<file path="config.mk">
export PLATFORM = sky130hd
export DESIGN_NAME = qerv_fetch_aligner
export DESIGN_NICKNAME = d
export VERILOG_FILES = /design/src/rtl/qerv_fetch_pkg.sv /design/src/rtl/qerv_fetch_aligner.sv
export SDC_FILE = /design/constraint.sdc
export NUM_CORES = 1
export LEC_CHECK = 0
export CAP_MARGIN = 30
export CELL_PAD_IN_SITES_DETAIL_PLACEMENT = 0
export CELL_PAD_IN_SITES_GLOBAL_PLACEMENT = 2
export CORE_AREA = 2 2 174 176
export DETAILED_ROUTE_END_ITERATION = 6
export DIE_AREA = 0 0 176 178
export GPL_ROUTABILITY_DRIVEN = 0
export PLACE_DENSITY = 0.78
export SLEW_MARGIN = 20
export SYNTH_ARGS = -nofsm -noshare
export SYNTH_HDL_FRONTEND = slang
export SYNTH_SLANG_ARGS = --single-unit
export TNS_END_PERCENT = 20
</file>
<file path="constraint.sdc">
create_clock -name clk -period 2.17 [get_ports clk]
set_input_delay 0.651 -clock clk [delete_from_list [all_inputs] [get_ports clk]]
set_output_delay 0.651 -clock clk [all_outputs]
set_load 0.005 [all_outputs]
</file>
<file path="src/rtl/qerv_fetch_pkg.sv">
// Shared types and constants for the qerv instruction-fetch aligner.
package qerv_fetch_pkg;

  localparam int unsigned XLEN   = 32;
  localparam int unsigned HALF_W = 16;
  localparam int unsigned WADR_W = 30;

  // Low two bits of a halfword that starts a 32-bit (uncompressed) instruction.
  localparam logic [1:0] FULL_OP = 2'b11;

  typedef enum logic [2:0] {
    S_IDLE,
    S_LO,
    S_HI,
    S_HIT,
    S_COOL
  } fetch_state_e;

  function automatic logic is_full(input logic [HALF_W-1:0] h);
    return h[1:0] == FULL_OP;
  endfunction

endpackage

</file>
<file path="src/rtl/qerv_fetch_aligner.sv">
// Turns halfword-aligned core fetches into word reads, stitching straddling
// 32-bit instructions and serving buffered compressed ones without a bus cycle.
module qerv_fetch_aligner
  import qerv_fetch_pkg::*;
#(
  parameter int unsigned WITH_C = 1
) (
  input  logic            clk,
  input  logic            i_rst_n,
  input  logic [XLEN-1:0] i_ibus_adr,
  input  logic            i_ibus_cyc,
  output logic [XLEN-1:0] o_ibus_rdt,
  output logic            o_ibus_ack,
  input  logic            i_flush,
  output logic [XLEN-1:0] o_wb_ibus_adr,
  output logic            o_wb_ibus_cyc,
  input  logic [XLEN-1:0] i_wb_ibus_rdt,
  input  logic            i_wb_ibus_ack
);

  localparam bit USE_C = (WITH_C != 0);

  fetch_state_e      state_q, state_d;
  logic [XLEN-1:1]   adr_q, adr_d;
  logic [HALF_W-1:0] lo_q, lo_d;
  logic [HALF_W-1:0] hbuf_q, hbuf_d;
  logic [WADR_W-1:0] htag_q, htag_d;
  logic              hvld_q, hvld_d;
  logic              drop_q, drop_d;
  logic [XLEN-1:0]   rdt_q, rdt_d;
  logic              ack_q, ack_d;
  logic [XLEN-1:0]   wb_adr_q, wb_adr_d;
  logic              wb_cyc_q, wb_cyc_d;

  logic              req_half_c;
  logic              hit_c;
  logic              abort_c;
  logic [WADR_W-1:0] nxt_word_c;
  logic              unused_c;

  assign unused_c = i_ibus_adr[0];

  // Next-state and next-output logic; every register gets its hold value first.
  always_comb begin
    state_d  = state_q;
    adr_d    = adr_q;
    lo_d     = lo_q;
    hbuf_d   = hbuf_q;
    htag_d   = htag_q;
    hvld_d   = hvld_q;
    drop_d   = drop_q;
    rdt_d    = rdt_q;
    ack_d    = 1'b0;
    wb_adr_d = wb_adr_q;
    wb_cyc_d = wb_cyc_q;

    req_half_c = USE_C && i_ibus_adr[1];
    hit_c      = USE_C && hvld_q && !i_flush && (htag_q == i_ibus_adr[31:2]);
    abort_c    = drop_q || !i_ibus_cyc;
    nxt_word_c = WADR_W'(adr_q[31:2] + WADR_W'(1));

    case (state_q)
      S_IDLE: begin
        if (i_ibus_cyc) begin
          adr_d  = {i_ibus_adr[31:2], req_half_c};
          drop_d = 1'b0;
          if (req_half_c && hit_c && !is_full(hbuf_q)) begin
            state_d = S_HIT;
          end else if (req_half_c && hit_c) begin
            state_d  = S_HI;
            lo_d     = hbuf_q;
            wb_cyc_d = 1'b1;
            wb_adr_d = {WADR_W'(i_ibus_adr[31:2] + WADR_W'(1)), 2'b00};
          end else begin
            state_d  = S_LO;
            wb_cyc_d = 1'b1;
            wb_adr_d = {i_ibus_adr[31:2], 2'b00};
          end
        end
      end

      S_LO: begin
        if (!i_ibus_cyc) drop_d = 1'b1;
        if (i_wb_ibus_ack) begin
          if (USE_C) begin
            hbuf_d = i_wb_ibus_rdt[31:16];
            htag_d = adr_q[31:2];
            hvld_d = 1'b1;
          end
          if (abort_c) begin
            state_d  = S_IDLE;
            wb_cyc_d = 1'b0;
          end else if (!adr_q[1]) begin
            ack_d    = 1'b1;
            rdt_d    = i_wb_ibus_rdt;
            state_d  = S_COOL;
            wb_cyc_d = 1'b0;
          end else if (!is_full(i_wb_ibus_rdt[31:16])) begin
            ack_d    = 1'b1;
            rdt_d    = {16'h0000, i_wb_ibus_rdt[31:16]};
            state_d  = S_COOL;
            wb_cyc_d = 1'b0;
          end else begin
            // Straddle: keep the bus cycle open and move on to the next word.
            lo_d     = i_wb_ibus_rdt[31:16];
            wb_adr_d = {nxt_word_c, 2'b00};
            state_d  = S_HI;
          end
        end
      end

      S_HI: begin
        if (!i_ibus_cyc) drop_d = 1'b1;
        if (i_wb_ibus_ack) begin
          hbuf_d   = i_wb_ibus_rdt[31:16];
          htag_d   = nxt_word_c;
          hvld_d   = 1'b1;
          wb_cyc_d = 1'b0;
          if (abort_c) begin
            state_d = S_IDLE;
          end else begin
            ack_d   = 1'b1;
            rdt_d   = {i_wb_ibus_rdt[15:0], lo_q};
            state_d = S_COOL;
          end
        end
      end

      S_HIT: begin
        ack_d   = 1'b1;
        rdt_d   = {16'h0000, hbuf_q};
        state_d = S_COOL;
      end

      S_COOL: state_d = S_IDLE;

      default: state_d = S_IDLE;
    endcase

    if (i_flush) hvld_d = 1'b0;
  end

  always_ff @(posedge clk or negedge i_rst_n) begin
    if (!i_rst_n) begin
      state_q  <= S_IDLE;
      adr_q    <= '0;
      lo_q     <= '0;
      hbuf_q   <= '0;
      htag_q   <= '0;
      hvld_q   <= 1'b0;
      drop_q   <= 1'b0;
      rdt_q    <= '0;
      ack_q    <= 1'b0;
      wb_adr_q <= '0;
      wb_cyc_q <= 1'b0;
    end else begin
      state_q  <= state_d;
      adr_q    <= adr_d;
      lo_q     <= lo_d;
      hbuf_q   <= hbuf_d;
      htag_q   <= htag_d;
      hvld_q   <= hvld_d;
      drop_q   <= drop_d;
      rdt_q    <= rdt_d;
      ack_q    <= ack_d;
      wb_adr_q <= wb_adr_d;
      wb_cyc_q <= wb_cyc_d;
    end
  end

  assign o_ibus_rdt    = rdt_q;
  assign o_ibus_ack    = ack_q;
  assign o_wb_ibus_adr = wb_adr_q;
  assign o_wb_ibus_cyc = wb_cyc_q;

endmodule

</file>
==> flow_metrics.py <==
metrics = {
    "pwr": {
        "p_per_area_nw_per_um2": 1200,
        "power_leakage_nw": 5.47,
        "p_comb_share_pct": 44.9,
        "peakVddDrop_mv": 0.538,
        "p_sw_w": 0.00604,
        "pwr-share-seq_pct": 35.3,
        "p_sw_share_pct": 38.3,
        "total_power_w": 0.0157,
        "internal_power_w": 0.00971,
        "clkPwrFrac_pct": 19.8,
    },
    "worst_setup_path": {
        "path_depth": 11,
        "crit_buf_inv": 4,
        "cpMaxStageDelayCell": "or3_4",
        "r2r_cells": 11,
        "crit_path_start": "i_ibus_adr[21]",
        "cp.arrival_ns": 2.86,
        "critPathMaxFanout": 7,
        "path_cells": "dlygate4sd2_1, xor2_1, nor4_4, nand4_4, buf_6, or3_4, a21oi_4, buf_4, clkbuf_16, nor2_1, a31oi_1",
        "startpoint_type": "primary input",
        "crit_family": "simple AND/OR/NAND/NOR gates",
        "reg2reg_from": "htag_q[25]",
        "cp-end-kind": "register",
        "critPathKind": "primary input to register",
        "cp.required_ns": 2.54,
        "critical_path.max_stage_delay_ns": 0.41,
    },
    "die": {
        "num_io_pins": 135,
        "initial_utilization_pct": 30.6,
        "num_rows": 63,
        "die_height_um": 178,
        "dieArea_sq_um": 31300,
        "coreArea_sq_um": 29400,
        "die_w_um": 176,
    },
    "logic_synthesis": {
        "post_synth_num_cell_types": 56,
        "synth-compound-area-share_pct": 12.4,
        "ys_ff_latch": 162,
        "synth_area_leaders": "dfrtp_1, mux2_2, xor2_1",
        "synth-adder-area-share_pct": 0.279,
        "yosysMostFrequentCell": "dfrtp_1",
        "synth_area_sq_um": 8980,
        "synth_area_per_cell_sq_um": 9.34,
        "synth_common_cells": "dfrtp_1, nand2_1, o21ai_0",
        "synthCells": 962,
        "synth_top_area_share_pct": 45.1,
        "synth-simple-area-share_pct": 18.3,
        "synth_edf_count": 0,
        "ys_async_sr_fraction_pct": 100,
        "post_synth_xor_area_fraction_pct": 10.1,
        "synth.largest_area_cell": "dfrtp_1",
        "ys_seq_area_share_pct": 45.1,
        "yosys_most_used_dff": "dfrtp_1",
        "synthMuxAreaShare_pct": 9.67,
        "yosys_warnings": 0,
        "synth_top_family_by_area": "simple AND/OR/NAND/NOR gates",
    },
    "clock_tree": {
        "worstSkewPairLatency_ns": 0.45,
        "clk_pin_slew_worst_paths_ns": 0.08,
        "clk_path_buf_depth": 2,
        "clock-sinks": 162,
        "cts-htree-levels": 4,
        "cts_root_buf": "clkbuf_16",
        "cts_buffers": 17,
        "cts_tree": "done",
        "ctsHoldBuffers": 0,
    },
    "job": {
        "maxCapViolCount": 0,
    },
    "global_routing": {
        "grt_overflow": 0,
        "grt_pass1_vias": 7975,
        "grtUsageTotal_pct": 19.3,
        "grt_first_pass_wirelength_mm": 46.0,
        "grt_antenna_before_repair": 0,
        "grt_max_degree": 50,
    },
    "sta": {
        "fmax_ghz": 0.402,
        "relSlewSlack_pct": 55.9,
        "finalHoldViolCount": 0,
        "final_max_slew_viol_count": 0,
        "period_needed_ns": 2.49,
        "fin_crit_sh_pct": 115,
        "setup_viol": 47,
        "rsz0062_at_grt": "true",
        "fin_ws_ns": -0.319,
        "worst_pin_slew_ns": 0.662,
        "finalClockSkew_ns": 0.0188,
    },
    "layout": {
        "final_nets": 1291,
        "instances_no_fill": 1623,
        "area_growth_pct": 45.9,
        "diodes": 0,
        "layout-drive-gt1-share_pct": 29.4,
        "final_area_sq_um": 13100,
    },
    "place": {
        "post-dp-hpwl_mm": 21.1,
        "placed_area_sq_um": 11800,
        "io_buffers": 131,
        "dp.cells": 1566,
    },
    "routing": {
        "ant_nets": 0,
        "drc_errors": 0,
        "vias": 7944,
        "viasPerCell": 4.89,
        "routed_wl_mm": 30.2,
        "wl_per_cell_um": 18.6,
        "drtIter0Drc": 488,
        "dr.pass1.iters": 5,
    },
    "worst_hold_path": {
        "hp-class": "primary input to async pin",
    },
    "status": {
        "status": "complete, but fails checks",
        "failed_checks": "setup timing",
    },
}
-- through the flow --
| stage | hold WS [ns] | utilization, % | TNS (ns) | setup slack, ns |
|---|---|---|---|---|
| 2_1_floorplan | 0.355 | - | -9.02 | -0.263 |
| 3_3_place_gp | 0.453 | 40.1 | -58.87 | -1.07 |
| 3_5_place_dp | 0.463 | 40.1 | -60.16 | -1.09 |
| 4_1_cts | 0.135 | 43.7 | -9.22 | -0.242 |
| 5_1_grt | 0.145 | 44.6 | -13.81 | -0.367 |
| 6_report | 0.127 | 44.6 | -9.87 | -0.319 |
-- final timing paths --
path | to | slack [ns]
min in group clk | lo_q[0] | 0.48
max reg2reg | lo_q[12] | -0.28
max | lo_q[12] | -0.32
min reg2reg | lo_q[0] | 0.48
min | o_ibus_rdt[2] | 0.13
max in group asynchronous | adr_q[20] | 1.41
-- power groups by stage --
stage               sequential (W)  clock, W  combinational (W)
floorplan                  0.00533         0            0.00343
global route               0.00575   0.00331            0.00772
global placement           0.00552         0            0.00641
CTS                        0.00555   0.00318            0.00686
finish                     0.00555   0.00312            0.00707
detailed placement         0.00554         0            0.00649
-- timing repair --
action / 4_1_cts / 5_1_grt
cloned: 4 / 3
setup endpoints to repair: 52 / 57
gates resized for setup: 110 / 59
pin swaps: 30 / 21
buffers inserted: 8 / 15
-- placed cells by master (no fill, tap or decap), drive strengths merged, types with 2 or more instances in the layout --
cell type and n:
clkinv 9, dlygate4sd2 22, o211ai 6, a21boi 2, nand2b 2, nor2b 3, a31oi 20, o221ai 2
a221oi 16, and2 6, nor4 10, a41oi 3, a211oi 2, a211o 3, or2 4, nand4 25
clkdlybuf4s15 6, nor3b 2, and4 7, o21ai 93, nand2 145, ha 2, o31ai 3, dfrtp 162
a22o 4, xor2 65, or3 4, conb 2, xnor2 39, nor3 28, clkbuf 21, mux2i 17
inv 14, mux2 62, and3 11, nor2 80, a21oi 23, clkdlybuf4s50 98, buf 180, nand3 23
-- kinds of logic (layout without fill, tap and decap cells) --
kind of cell | after synthesis | in the layout
AOI/OAI and AO/OA | 180 | 180
and+or+nand+nor | 353 | 353
buffers and inverters | 81 | 351
muxes | 79 | 79
adders and majority gates | 2 | 2
other | 1 | 2
xor gates and xnor gates | 104 | 104
DFF | 162 | 162
-- final cells by class --
| class | count | area (sq um) |
|---|---|---|
| Clock buffer | 17 | 425 |
| Sequential cell | 162 | 4060 |
| Tap cell | 390 | 488 |
| Inverter | 9 | 33.8 |
| Multi-Input combinational cell | 720 | 5030 |
| Timing Repair Buffer | 310 | 2890 |
| Clock inverter | 15 | 188 |
| Fill cell | 2805 | 16300 |
-- per-layer routing --
layer / track usage [%] / share of wire (%)
met1: 25.8 / 46
met2: 32.3 / 47
met3: 3.45 / 4.3
met4: 5.06 / 1.9
met5: 0 / 0
-- sequential cells by signal (all words and copies together) (netlist names) --
name,flops
o_wb_ibus_cyc,1
o_ibus_rdt,32
drop_q,1
htag_q,30
state_q,3
adr_q,31
lo_q,16
hbuf_q,16
o_ibus_ack,1
o_wb_ibus_adr,30
hvld_q,1
No activity file was read; power rests on OpenSTA's default activity.
